<file path="src/rtl/depo_pkg.sv">
// Shared definitions for the 64<->32 storage word packers (depo_bosalt / doldur).
// State codes and default widths live here so both ends of the path agree.
package depo_pkg;

  localparam int unsigned VERI_W_VARS  = 32;
  localparam int unsigned SAYAC_W_VARS = 16;

  localparam logic [1:0] BOS   = 2'b00;
  localparam logic [1:0] YARI0 = 2'b01;
  localparam logic [1:0] YARI1 = 2'b10;

endpackage

</file>
<file path="src/rtl/depo_bosalt.sv">
// Unloads one held 2*VERI_W storage word as two VERI_W half-words over valid/ready,
// refilling in the same edge as the last half leaves so streaming has no bubble.
module depo_bosalt
  import depo_pkg::*;
#(
  parameter int unsigned VERI_W     = VERI_W_VARS,
  parameter bit          DUSUK_ONCE = 1'b1,
  parameter int unsigned SAYAC_W    = SAYAC_W_VARS
) (
  input  logic                clk,
  input  logic                rst_n,
  input  logic                temizle,
  input  logic [2*VERI_W-1:0] depo,
  input  logic                depo_gecerli,
  output logic                depo_hazir,
  output logic [VERI_W-1:0]   veri,
  output logic                veri_gecerli,
  input  logic                veri_hazir,
  output logic [SAYAC_W-1:0]  sayac
);

  logic [1:0]          durum_q, durum_d;
  logic [2*VERI_W-1:0] tut_q, tut_d;
  logic [SAYAC_W-1:0]  sayac_q;
  logic [VERI_W-1:0]   ilk, ikinci;
  logic                acc, xfer;

  assign ilk    = DUSUK_ONCE ? tut_q[VERI_W-1:0] : tut_q[2*VERI_W-1:VERI_W];
  assign ikinci = DUSUK_ONCE ? tut_q[2*VERI_W-1:VERI_W] : tut_q[VERI_W-1:0];

  assign veri_gecerli = (durum_q != BOS);
  // rst_n is folded in so ready drops the instant reset asserts
  assign depo_hazir   = rst_n & ~temizle &
                        ((durum_q == BOS) | ((durum_q == YARI1) & veri_hazir));
  assign acc          = depo_gecerli & depo_hazir;
  assign xfer         = veri_gecerli & veri_hazir;
  assign sayac        = sayac_q;

  always_comb begin
    veri = '0;
    case (durum_q)
      YARI0:   veri = ilk;
      YARI1:   veri = ikinci;
      default: veri = '0;
    endcase
  end

  always_comb begin
    durum_d = durum_q;
    tut_d   = tut_q;
    if (temizle) begin
      durum_d = BOS;
      tut_d   = '0;
    end else begin
      case (durum_q)
        BOS: begin
          if (acc) begin
            durum_d = YARI0;
            tut_d   = depo;
          end
        end
        YARI0: begin
          if (xfer) durum_d = YARI1;
        end
        YARI1: begin
          if (xfer && acc) begin
            durum_d = YARI0;
            tut_d   = depo;
          end else if (xfer) begin
            durum_d = BOS;
          end
        end
        default: durum_d = BOS;
      endcase
    end
  end

  always_ff @(posedge clk or negedge rst_n) begin
    if (!rst_n) begin
      durum_q <= BOS;
      tut_q   <= '0;
      sayac_q <= '0;
    end else begin
      durum_q <= durum_d;
      tut_q   <= tut_d;
      // a transfer sampled by the consumer still counts during a flush
      if (xfer) sayac_q <= sayac_q + SAYAC_W'(1);
    end
  end

endmodule

</file>
<file path="config.mk">
export PLATFORM = sky130hd
export DESIGN_NAME = depo_bosalt
export DESIGN_NICKNAME = d
export VERILOG_FILES = /design/src/rtl/depo_pkg.sv /design/src/rtl/depo_bosalt.sv
export SDC_FILE = /design/constraint.sdc
export NUM_CORES = 1
export LEC_CHECK = 0
export ABC_AREA = 1
export BUFFER_PORTS_ARGS = -buffer_cell sky130_fd_sc_hd__buf_2
export CAP_MARGIN = 20
export CELL_PAD_IN_SITES_DETAIL_PLACEMENT = 1
export CELL_PAD_IN_SITES_GLOBAL_PLACEMENT = 2
export CORE_UTILIZATION = 30
export CTS_CLUSTER_SIZE = 16
export DETAILED_ROUTE_END_ITERATION = 8
export HOLD_SLACK_MARGIN = 0.06
export PLACE_DENSITY_LB_ADDON = 0.1
export RECOVER_POWER = 50
export SLEW_MARGIN = 20
export SYNTH_ARGS = -nofsm -noshare
export SYNTH_HDL_FRONTEND = slang
export SYNTH_SLANG_ARGS = --single-unit
</file>
<file path="constraint.sdc">
create_clock -name clk -period 1.8 [get_ports clk]
set_input_delay 0.36 -clock clk [delete_from_list [all_inputs] [get_ports clk]]
set_output_delay 0.36 -clock clk [all_outputs]
set_load 0.1 [all_outputs]
</file>
### Yosys cells after proc, flatten, opt, wreduce, memory -nomap -nowiden

Cells that the tools add are included.

| operators by class | value |
|---|---|
| multiplexer cells | 11 |
| bitwise logic cells | 7 |
| $add $sub $neg | 1 |
| reductions and logical operators | 6 |
| equality and inequality tests | 6 |

Operators by type and width:

| cell | count |
|---|---|
| $mux W64 | 3 |
| $pmux W64 S2 | 1 |
| $pmux W32 S2 | 1 |
| $add A16 B1 Y16 const B | 1 |
| $mux W2 | 5 |
| $ne A3 B3 Y1 const B | 2 |
| $pmux W2 S3 | 1 |
| $reduce_and A3 Y1 | 2 |
| $and A1 B1 Y1 | 5 |
| $ne A4 B3 Y1 const B | 1 |
| $ne A3 B2 Y1 const B | 1 |
| $reduce_bool A3 Y1 | 1 |
| $eq A2 B1 Y1 const B | 1 |
| $eq A2 B2 Y1 const B | 1 |
| $logic_not A2 Y1 | 1 |
| $reduce_bool A2 Y1 | 1 |
| $logic_and A1 B1 Y1 | 1 |
| $not A1 Y1 | 1 |
| $or A1 B1 Y1 | 1 |

| word-level totals | value |
|---|---|
| register bits | 82 |
| output and inout port bits | 50 |
| bits of input ports | 69 |
| logic and storage cells | 34 |

### Logic depth before layout (Yosys ltp)

Gate-level depths: netlist of the first run.

| logic depth | value |
|---|---|
| depth after elaboration | 9 |
| depth in mapped cells | 10 |

### Worst setup path before layout of the first run

No wires, ideal clock.

| path | value |
|---|---|
| kind | register to output |
| start | reg durum_q[1] |
| end | out veri[13] |
| data required time | 1.440 ns |
| arrival | 2.636 ns |
| cell stages (with the launch flop) | 7 |
| path slack | -1.196 ns |
| path buffers | 2 |
| path through | dfrtp_1 -> inv_1 -> ha_1 -> clkbuf_1 -> clkbuf_1 -> nand2_1 -> a21oi_1 |

| on the way | value |
|---|---|
| cells in the longest elaborated chain, start to end | 2 |

RTL lines:

| item | RTL line | RTL |
|---|---|---|
| start, declared | depo_bosalt.sv:22 | `logic [1:0] durum_q, durum_d;` |
| start signal, assigned | depo_bosalt.sv:84 | `durum_q <= durum_d;` |
| $eq A2 B2 Y1 / $eq A2 B1 Y1 (equally long branches) | depo_bosalt.sv:41 | `case (durum_q)` |
| $pmux W32 S2 * | depo_bosalt.sv:41 |  |
| end, declared | depo_bosalt.sv:16 | `output logic [VERI_W-1:0] veri,` |

Mark *: on every way between the ends. The rest lies on a longest branch, timed or not.

### Worst setup path in the final report of the first run

| path | value |
|---|---|
| start | reg durum_q[1] |
| end | out veri[27] |

Same word-level chain as after synthesis.

==> key figures, run 1 <==
CTS
  • Htree depth: 3
  • Clock buffer count from CTS: 9
  • Worst-skew pair later-pin latency: 0.34 ns
  • # clock sinks: 82
  • CTS tree: yes
  • Reg clk slew, reported paths: 0.06 ns
  • Clock Tree Root: clkbuf_16
  • Hold buffers post-CTS: 0
  • Clock Path Buffers: 2

Placed design
  • Placer Congestion: 0.777
  • # port buffers: 118
  • DP HPWL: 9.65 mm
  • Dpl ws: -0.0164 ns

Critical path
  • Data required, critical path: 1.44 ns
  • Max Fanout on Critical Path: 5
  • Worst EP arrival: 1.71 ns
  • Crit Path Category: reg -> out
  • Worst reg-to-reg path cell count: 11
  • R2r startpoint: durum_q[0]
  • Worst Setup Start Kind: flip-flop
  • Setup slack, reg-to-reg: 0.09 ns
  • Worst r2r dst: tut_q[49]
  • CP endpoint kind: output port

Floorplanning
  • Core area: 13,900 µm²
  • Die ar.: 14,900 µm²
  • Die X: 122 µm
  • FP Rows: 43
  • Ports: 119
  • Initial core utilization: 0.310
  • Die Y: 122 µm

Finish
  • Commonest cells after routing, fill and taps aside: 123 x nand2_1, 83 x buf_2, 76 x dfrtp_1
  • Most common cell after layout, fill and taps aside: nand2_1
  • Fin nets: 728
  • Layout cells sized above 1: 0.455
  • Area Growth Syn to Fin: 53.0%
  • Post-layout util: 0.474
  • FILL cells: 1,588

GRT
  • Overflow after GRT: 0
  • M3 GR Usage: 0.0520
  • Tot GR Track Use: 0.203
  • Global-route wire length before repair: 23.1 mm
  • Largest net degree at the start of global routing: 83
  • Vias in the first global route: 4,327
  • Met1 usage: 0.265
  • Initial antenna violation count: 1
  • Gr busiest metal: met2
  • Met2 Use GR: 0.335

Synthesis
  • Post-Synthesis Cell Area: 4320 µm²
  • Yosys cell types: 25
  • Yosys warning count: 0
  • Synth top area cells: dfrtp_1 48%, nand2_1 11%, nand2_2 7.4%
  • Syn_area_per_cell: 8.29 µm²
  • Cell taking the most area after synthesis: dfrtp_1
  • Cells after synthesis: 521
  • Net Count, Synth: 595
  • Yosys top cell area share: 0.475
  • Seq/Total Area, Yosys: 0.475
  • #FFs+latches synth: 82

Run
  • Max cap viols: 0

STA
  • Hold Slack: 0.243 ns
  • RSZ-0062 raised after global routing: yes
  • Worst-Margin Slew: 1.17 ns
  • Setup tns final: -8.11 ns
  • Final worst slack: -0.270 ns
  • Final Hold Viols: 0
  • Minimum clock period: 2.07 ns
  • Fmax: 0.483 GHz
  • Max-slew violations: 0
  • Layout Skew: 0.00433 ns
  • Tcrit/Tclk final: 1.15
  • Final setup vio count: 33
  • Rel. slew slack: 0.217

Status
  • Failing checks: negative setup slack
  • Status: complete, but fails checks

Routing
  • Total Wirelength: 13.9 mm
  • DR vias: 3,967
  • Drt pass-1 iters: 7
  • Iter 0 DRT Violations: 178
  • Vias/cell: 4.72
  • Avg WL per Cell: 16.6 µm
  • DRT antenna net count: 0
  • DRC viols: 0

Power
  • Pwr Total: 8250 µW
  • Peak supply drop: 742 µV
  • Pwr/cell area: 1250 nW/µm²
  • LEAKAGE: 0.00279 µW

Min path
  • Hold_sp: depo[13]
  • WHS Endpoint: tut_q[13]
  • Hold depth: 3
  • Hold Crit Class: in -> reg
flip-flops by register name, summed over array words and instances (netlist names):
register  cells
tut_q        64
sayac        16
durum_q       2
Yosys cell counts (all sizes together):
cell type,count
nor2,76
nand2,176
nand4,4
clkbuf,16
a21oi,66
nand3,7
dfrtp,82
nand3b,1
o21ai,38
buf,15
nor3,3
xor2,5
inv,22
and2,1
xnor2,4
ha,5
cell type report:
type,instances,area (µm²),share of cell area
Multi-Input combinational cell,386,2370,0.358
Sequential cell,82,2060,0.312
Timing Repair Buffer,152,1520,0.230
Clock buffer,12,246,0.0373
Tap cell,180,225,0.0341
Inverter,22,105,0.0159
Clock inverter,4,75.1,0.0114
Timing Repair inverter,1,6.26,0.000947
Antenna cell,1,2.50,0.000379
how the worst max path moves through the flow:
stage,start,cells after the start,to
6_report,durum_q[1],6,veri[27]
5_1_grt,durum_q[1],6,veri[27]
4_1_cts,durum_q[1],6,veri[27]
3_5_place_dp,durum_q[0],6,veri[15]
3_3_place_gp,durum_q[1],6,veri[27]
2_1_floorplan,durum_q[0],6,veri[13]
stage by stage:
stage	instance area, µm²	std cells
2_1_floorplan	4810	521
4_1_cts	6520	834
5_1_grt	6610	839
3_3_place_gp	6100	815
3_5_place_dp	6100	815
6_report	6610	840
power breakdown:
part	internal, µW	leakage (µW)	switching [µW]
Combinational	1370	0.00153	2610
Clock	1250	0.000149	758
Sequential	2080	0.00111	187
Total	4700	0.00279	3550
worst max-delay path, cell delays in order (launching register included):
cell and delay (ns):
dfrtp_1 0.38, inv_2 0.08, ha_4 0.30, clkinv_8 0.09, buf_16 0.16, a21oi_4 0.16
buf_12 0.20
metal layers:
layer / routed length (µm) / part of all wire / vias up
li1: - / - / 1919
met1: 6230 / 0.45 / 1961
met2: 6990 / 0.50 / 78
met3: 596 / 0.043 / 9
met4: 113 / 0.0081 / 0
met5: 0 / 0 / -
logic make-up (layout without fill, tap and decap cells):
kind of cell | Yosys count | in the layout | synth area share
adders and majority gates | 5 | 5 | 0.0145
and+or+nand+nor | 268 | 268 | 0.273
xor gates and xnor gates | 9 | 9 | 0.0183
other | 0 | 1 | 0
DFF | 82 | 82 | 0.475
AOI/OAI and AO/OA | 104 | 104 | 0.147
buffers and inverters | 53 | 191 | 0.0722
repair_timing:
action,CTS,global route
cloned,1,3
endpoints found under the setup margin,33,77
resized for setup,17,9
buffers inserted,3,2
pin swaps,2,1
No activity file was read; power rests on OpenSTA's default activity.
==> run 2, diff against run 1 <==
Clock period 1.8 ns to 1.95 ns, I/O delays scaled along.
==> run 2 against run 1 <==
Net effect:
- the run still ends with negative setup slack left
- non-clock buffer count fell by 14
- clock-buffer cell count rose by 1
- sequential power fell by 8%
- critical path depth did not move
- sequential cell count did not move
- via count fell by 1.3%
- clock power fell by 21%
- final cell count fell by 1.9%
- routed wire length fell by 2.5%
- critical path type unchanged
- largest power group unchanged
- highest routed layer is now met5
==> key figures, run 2 (same netlist as run 1, synthesis figures left out) <==
Power
  • Pwr/cell area: 1110 nW/µm² (was 1250 nW/µm²)
  • Sw frac: 0.453 (was 0.430)
  • Clock share of power: 0.223 (was 0.244)
  • Sequential Power Share: 0.294 (was 0.274)
  • Pwr Total: 7090 µW (was 8250 µW)
  • LEAKAGE: 0.00268 µW (was 0.00279 µW)
  • Combinational power share: 0.484 (was 0.482)
  • Psw: 3210 µW (was 3550 µW)
  • Peak supply drop: 922 µV (was 742 µV)
  • Cell Int Power: 3880 µW (was 4700 µW)

Routing
  • DRC viols: 0 (unchanged)
  • DR vias: 3,915 (was 3,967)
  • Metal2 WL: 6.48 mm (was 6.99 mm)
  • Iter 0 DRT Violations: 139 (was 178)
  • Vias/cell: 4.75 (was 4.72)
  • Drt pass-1 iters: 4 (was 7)
  • Avg WL per Cell: 16.5 µm (was 16.6 µm)
  • DRT antenna net count: 0 (unchanged)
  • Total Wirelength: 13.6 mm (was 13.9 mm)
  • DR WL met3: 585 µm (was 596 µm)
  • Top sig layer: met5 (was met4)
  • Wl on met1: 6.34 mm (was 6.23 mm)

Floorplanning
  • Ports: 119 (unchanged)
  • Die Y: 122 µm (unchanged)
  • Die ar.: 14,900 µm² (unchanged)
  • FP Rows: 43 (unchanged)
  • Die X: 122 µm (unchanged)
  • Core area: 13,900 µm² (unchanged)
  • Initial core utilization: 0.310 (unchanged)

GRT
  • Tot GR Track Use: 0.199 (was 0.203)
  • Largest net degree at the start of global routing: 83 (unchanged)
  • Overflow after GRT: 0 (unchanged)
  • Global-route wire length before repair: 22.6 mm (was 23.1 mm)
  • Initial antenna violation count: 1 (unchanged)
  • Vias in the first global route: 4,223 (was 4,327)

CTS
  • Worst-skew pair later-pin latency: 0.34 ns (about the same)
  • CTS tree: yes (unchanged)
  • Clock Tree Root: clkbuf_16 (unchanged)
  • Reg clk slew, reported paths: 0.06 ns (about the same)
  • Hold buffers post-CTS: 0 (unchanged)
  • # clock sinks: 82 (unchanged)
  • Clock buffer count from CTS: 9 (unchanged)
  • Clock Path Buffers: 2 (unchanged)
  • Htree depth: 3 (unchanged)

Critical path
  • Data required, critical path: 1.56 ns (was 1.44 ns)
  • Crit Path Category: reg -> out (unchanged)
  • Max Fanout on Critical Path: 10 (was 5)
  • CP endpoint kind: output port (unchanged)
  • Worst Setup Start Kind: flip-flop (unchanged)
  • Worst EP arrival: 1.73 ns (was 1.71 ns)

Status
  • Status: complete, but fails checks (unchanged)
  • Failing checks: negative setup slack (unchanged)

STA
  • Final setup vio count: 32 (was 33)
  • Setup tns final: -4.32 ns (was -8.11 ns)
  • Layout Skew: 0.00915 ns (was 0.00433 ns)
  • Max-slew violations: 0 (unchanged)
  • Minimum clock period: 2.12 ns
  • Worst-Margin Slew: 1.21 ns (was 1.17 ns)
  • Rel. slew slack: 0.191 (was 0.217)
  • Tcrit/Tclk final: 1.09
  • Fmax: 0.471 GHz
  • RSZ-0062 raised after global routing: yes (unchanged)
  • Final worst slack: -0.171 ns (was -0.270 ns)
  • Final Hold Viols: 0 (unchanged)

Placed design
  • Placer Congestion: 0.753 (was 0.777)
  • # port buffers: 118 (unchanged)
  • DP HPWL: 9.28 mm (was 9.65 mm)

Finish
  • Area Growth Syn to Fin: 47.6% (was 53.0%)
  • Post-layout util: 0.457 (was 0.474)
  • Most common cell after layout, fill and taps aside: nand2_1 (unchanged)
  • Flip-flop count of the largest register after layout: 64 (unchanged)
  • Commonest cells after routing, fill and taps aside: 122 x nand2_1, 83 x buf_2, 80 x dfrtp_1 (was 123 x nand2_1, 83 x buf_2, 76 x dfrtp_1)
  • Layout cells sized above 1: 0.433 (was 0.455)
  • Fin nets: 713 (was 728)
  • Top reg by flops: tut_q (unchanged)
  • ANT cells: 0 (was 1)
  • FILL cells: 1,651 (was 1,588)

Run
  • Max cap viols: 0 (unchanged)

Min path
  • Hold Crit Class: in -> reg (unchanged)
==> run 2: cell types whose count changed in the layout (fill, tap and decap cells not counted), moves of 2 or more <==
| cell | before | now |
|---|---|---|
| dfrtp_2 | 6 | 2 |
| buf_6 | 6 | 2 |
| clkbuf_16 | 11 | 9 |
| clkinv_2 | 0 | 3 |
| bufinv_16 | 2 | 0 |
| clkinvlp_4 | 2 | 0 |
| dfrtp_1 | 76 | 80 |
| buf_4 | 16 | 8 |
==> run 2: final timing paths <==
| path | slack, ns | cells past startpoint | end | startpoint |
|---|---|---|---|---|
| min | 0.28 | 3 | tut_q[5] | depo[5] |
| max reg2reg | 0.14 | 9 | tut_q[26] | durum_q[1] |
| max in group asynchronous | 0.60 | 2 | sayac[0] | rst_n |
| max | -0.17 | 6 | veri[27] | durum_q[1] |
| min in group asynchronous | 0.54 | 2 | sayac[11] | rst_n |
| min reg2reg | 0.53 | 2 | tut_q[7] | tut_q[7] |
==> run 2: repair_timing <==
item,4_1_cts,5_1_grt
setup buffers,1,0
pin swaps,0,4
resized for setup,17,3
setup endpoints to repair,33,34
gates cloned,2,0
==> run 2: power groups by stage <==
stage,clock network (µW),logic (µW),registers (µW)
2_1_floorplan,0,2060,2500
5_1_grt,1690,3670,2110
3_5_place_dp,0,3150,2110
6_report,1580,3430,2080
3_3_place_gp,0,3120,2100
4_1_cts,1640,3490,2080
==> run 2: cell type report <==
cell class              instances  area, µm²  share of cell area
clock buffers                  13        250              0.0393
clock inverters                 3       15.0             0.00236
multi-input cells             386       2360               0.371
inverters                      22        100              0.0157
well taps                     180        225              0.0353
repair buffers                138       1360               0.214
flip-flops and latches         82       2050               0.322
==> run 2: metal layers <==
metal,up-vias,global-route usage
met1,1935,0.271
met2,77,0.317
met5,-,0
li1,1889,-
met3,12,0.0412
met4,2,0.0579
==> run 2: worst max-delay path, cell delays in order, from the launching register on <==
cell	delay, ns
dfrtp_1	0.39
inv_2	0.08
ha_4	0.30
clkinv_8	0.07
buf_12	0.16
a21oi_4	0.18
buf_12	0.20
==> run 2: metrics by stage <==
step	hold WS (ns)	instance area, µm²	setup slack, ns	std cells
finish	0.278	6370	-0.171	824
global route	0.279	6370	-0.226	824
CTS	0.134	6380	-0.177	824
detailed placement	0.507	6000	0.118	805
global placement	0.501	6000	0.133	805
floorplan	0.0944	4790	-0.00421	521
==> run 3, diff against run 2 <==
Settings changed: ABC_AREA 1 to default.
==> run 3 against run 2 <==
Net effect:
- the run still ends with negative setup slack left
- sequential share of layout area grew 0.79 points
- die area shrank 9.5%
- largest power group unchanged
- synthesized cell count shrank 17%
- sequential power shrank 4%
- critical path depth is the same
- routed wire length shrank 7.4%
==> key figures, run 3 <==
STA
  • Final setup vio count: 33 (was 32)
  • Hold Slack: 0.276 ns (was 0.278 ns)
  • Layout Skew: 0.00560 ns (was 0.00915 ns)
  • Max-slew violations: 0 (unchanged)
  • Tcrit/Tclk final: 1.08 (was 1.09)
  • Final Hold Viols: 0 (unchanged)
  • RSZ-0062 raised after global routing: yes (unchanged)
  • Fmax: 0.474 GHz (was 0.471 GHz)
  • Minimum clock period: 2.11 ns (was 2.12 ns)
  • Rel. slew slack: 0.165 (was 0.191)
  • Final worst slack: -0.161 ns (was -0.171 ns)
  • Worst-Margin Slew: 1.25 ns (was 1.21 ns)

Critical path
  • Setup slack, reg-to-reg: 0.08 ns (was 0.14 ns)
  • Worst r2r dst: tut_q[14] (was tut_q[26])
  • Worst reg-to-reg path cell count: 9 (unchanged)
  • Data required, critical path: 1.56 ns (about the same)
  • Max Fanout on Critical Path: 18 (was 10)
  • CP endpoint kind: output port (unchanged)
  • R2r startpoint: durum_q[1] (unchanged)
  • Worst EP arrival: 1.72 ns (was 1.73 ns)
  • Worst Setup Start Kind: flip-flop (unchanged)
  • Crit Path Category: reg -> out (unchanged)

Power
  • LEAKAGE: 0.00254 µW (was 0.00268 µW)
  • Cell Int Power: 3840 µW (was 3880 µW)
  • Psw: 2300 µW (was 3210 µW)
  • Pwr/cell area: 982 nW/µm² (was 1110 nW/µm²)
  • Sw frac: 0.375 (was 0.453)
  • Combinational power share: 0.417 (was 0.484)
  • Clock share of power: 0.258 (was 0.223)
  • Peak supply drop: 492 µV (was 922 µV)
  • Sequential Power Share: 0.325 (was 0.294)

Floorplanning
  • FP Rows: 41 (was 43)
  • Initial core utilization: 0.308 (was 0.310)
  • Die X: 116 µm (was 122 µm)
  • Ports: 119 (unchanged)
  • Die Y: 116 µm (was 122 µm)
  • Die ar.: 13,500 µm² (was 14,900 µm²)
  • Core area: 12,700 µm² (was 13,900 µm²)

Routing
  • Iter 0 DRT Violations: 106 (was 139)
  • DRC viols: 0 (unchanged)
  • Vias/cell: 4.80 (was 4.75)
  • DR vias: 3,524 (was 3,915)
  • DRT antenna net count: 0 (unchanged)
  • Total Wirelength: 12.6 mm (was 13.6 mm)
  • Avg WL per Cell: 17.1 µm (was 16.5 µm)
  • Drt pass-1 iters: 4 (unchanged)

Finish
  • Area Growth Syn to Fin: 60.3% (was 47.6%)
  • Top reg by flops: tut_q (unchanged)
  • ANT cells: 0 (unchanged)
  • Post-layout util: 0.493 (was 0.457)
  • Commonest cells after routing, fill and taps aside: 130 x nand2_1, 83 x buf_2, 72 x dfrtp_1 (was 122 x nand2_1, 83 x buf_2, 80 x dfrtp_1)
  • Flip-flop count of the largest register after layout: 64 (unchanged)
  • Fin area: 6250 µm² (was 6370 µm²)
  • Fin nets: 631 (was 713)
  • Most common cell after layout, fill and taps aside: nand2_1 (unchanged)
  • Layout cells sized above 1: 0.445 (was 0.433)

Placed design
  • Placed instance area: 5550 µm² (was 6000 µm²)
  • Placer Congestion: 0.711 (was 0.753)
  • DP HPWL: 7.72 mm (was 9.28 mm)
  • Dpl ws: -0.00563 ns (was 0.118 ns)
  • # port buffers: 118 (unchanged)

CTS
  • # clock sinks: 82 (unchanged)
  • Reg clk slew, reported paths: 0.06 ns (about the same)
  • Htree depth: 3 (unchanged)
  • Clock Tree Root: clkbuf_16 (unchanged)
  • Hold buffers post-CTS: 0 (unchanged)
  • Worst-skew pair later-pin latency: 0.34 ns (about the same)
  • Clock Path Buffers: 2 (unchanged)
  • Clock buffer count from CTS: 9 (unchanged)
  • CTS tree: yes (unchanged)

Synthesis
  • Seq/Total Area, Yosys: 0.526 (was 0.475)
  • Yosys cell types: 30 (was 25)
  • Cells after synthesis: 431 (was 521)
  • Synth top area cells: dfrtp_1 53%, nand2_1 13%, a21oi_1 8.5% (was dfrtp_1 48%, nand2_1 11%, nand2_2 7.4%)
  • Top-count cell post-synth: nand2_1 (unchanged)
  • #FFs+latches synth: 82 (unchanged)
  • Predominant post-synthesis flop cell: dfrtp_1 (unchanged)
  • Cell taking the most area after synthesis: dfrtp_1 (unchanged)
  • Syn_area_per_cell: 9.05 µm² (was 8.29 µm²)
  • EDFF count, synth: 0 (unchanged)
  • Commonest cells post-synth: 130 x nand2_1, 82 x dfrtp_1, 66 x a21oi_1 (was 125 x nand2_1, 82 x dfrtp_1, 75 x nor2_1)
  • Yosys warning count: 0 (unchanged)
  • Share of flip-flops with an asynchronous set or reset: 1.00 (unchanged)
  • Post-Synthesis Cell Area: 3900 µm² (was 4320 µm²)
  • Net Count, Synth: 505 (was 595)
  • Yosys top cell area share: 0.526 (was 0.475)

GRT
  • Initial antenna violation count: 0 (was 1)
  • Global-route wire length before repair: 19.4 mm (was 22.6 mm)
  • Tot GR Track Use: 0.192 (was 0.199)
  • Largest net degree at the start of global routing: 67 (was 83)
  • Overflow after GRT: 0 (unchanged)
  • Vias in the first global route: 3,666 (was 4,223)

Status
  • Status: complete, but fails checks (unchanged)
  • Failing checks: negative setup slack (unchanged)

Min path
  • Hold_sp: depo[61] (was depo[5])
  • Hold depth: 3 (unchanged)
  • Hold Crit Class: in -> reg (unchanged)
  • WHS Endpoint: tut_q[61] (was tut_q[5])

Run
  • Max cap viols: 0 (unchanged)
-- run 3: kinds of logic after synthesis --
group | share of synthesized area
and+or+nand+nor | 0.222
AOI/OAI and AO/OA | 0.155
DFF | 0.526
buffers and inverters | 0.0388
xor gates and xnor gates | 0.0337
adders and majority gates | 0.0160
muxes | 0.00802
-- run 3: worst max-delay path by stage --
stage,start,endpoint,slack [ns],cells after the start
after detailed placement,durum_q[0],sayac[14],-0.006,6
final,durum_q[1],veri[11],-0.16,6
after global placement,durum_q[0],sayac[14],0.05,6
after CTS,durum_q[1],veri[10],-0.17,6
after floorplan,durum_q[0],depo_hazir,-0.25,6
after global routing,durum_q[1],veri[11],-0.22,6
-- run 3: critical path, cell delays in order (launching register included) --
cell and delay (ns):
dfrtp_1 0.42, buf_6 0.14, ha_4 0.18, buf_12 0.17, a22oi_2 0.23, nor2b_4 0.07
buf_12 0.16
-- run 3: per-layer routing --
layer  vias up  GRT usage  routed length (µm)
li1       1692          -                   -
met5         -          0                   0
met4         0     0.0547                 134
met2        68      0.325                6390
met1      1754      0.239                5560
met3        10     0.0523                 488
-- run 3: stage by stage --
step / instances / TNS [ns] / power (µW)
final: 734 / -4.44 / 6140
after detailed placement: 705 / -0.00563 / 4100
after global placement: 705 / 0 / 4080
after global routing: 734 / -6.49 / 6420
after CTS: 727 / -4.51 / 6030
after floorplan: 431 / -1.60 / 3430
-- run 3: area by class of cell --
class / count / area [µm²]
tap: 172 / 215
multi-input combinational: 314 / 2180
inverter: 4 / 15.0
clock buffer: 10 / 239
timing repair buffer: 146 / 1500
fill: 1424 / 6420
clock inverter: 6 / 32.5
sequential: 82 / 2060
-- run 3: what timing repair did --
item	in CTS	in global routing
buffers inserted	5	4
endpoints found under the setup margin	35	64
gates resized for setup	47	8
pin swaps	8	12
gates cloned	1	3
-- run 3: power by group through the flow --
stage	Sequential (µW)	Combinational (µW)	Clock [µW]
after CTS	1990	2410	1630
final	1990	2560	1580
after global routing	2010	2720	1690
after global placement	2000	2080	0
after floorplan	2320	1110	0
after detailed placement	2010	2090	0
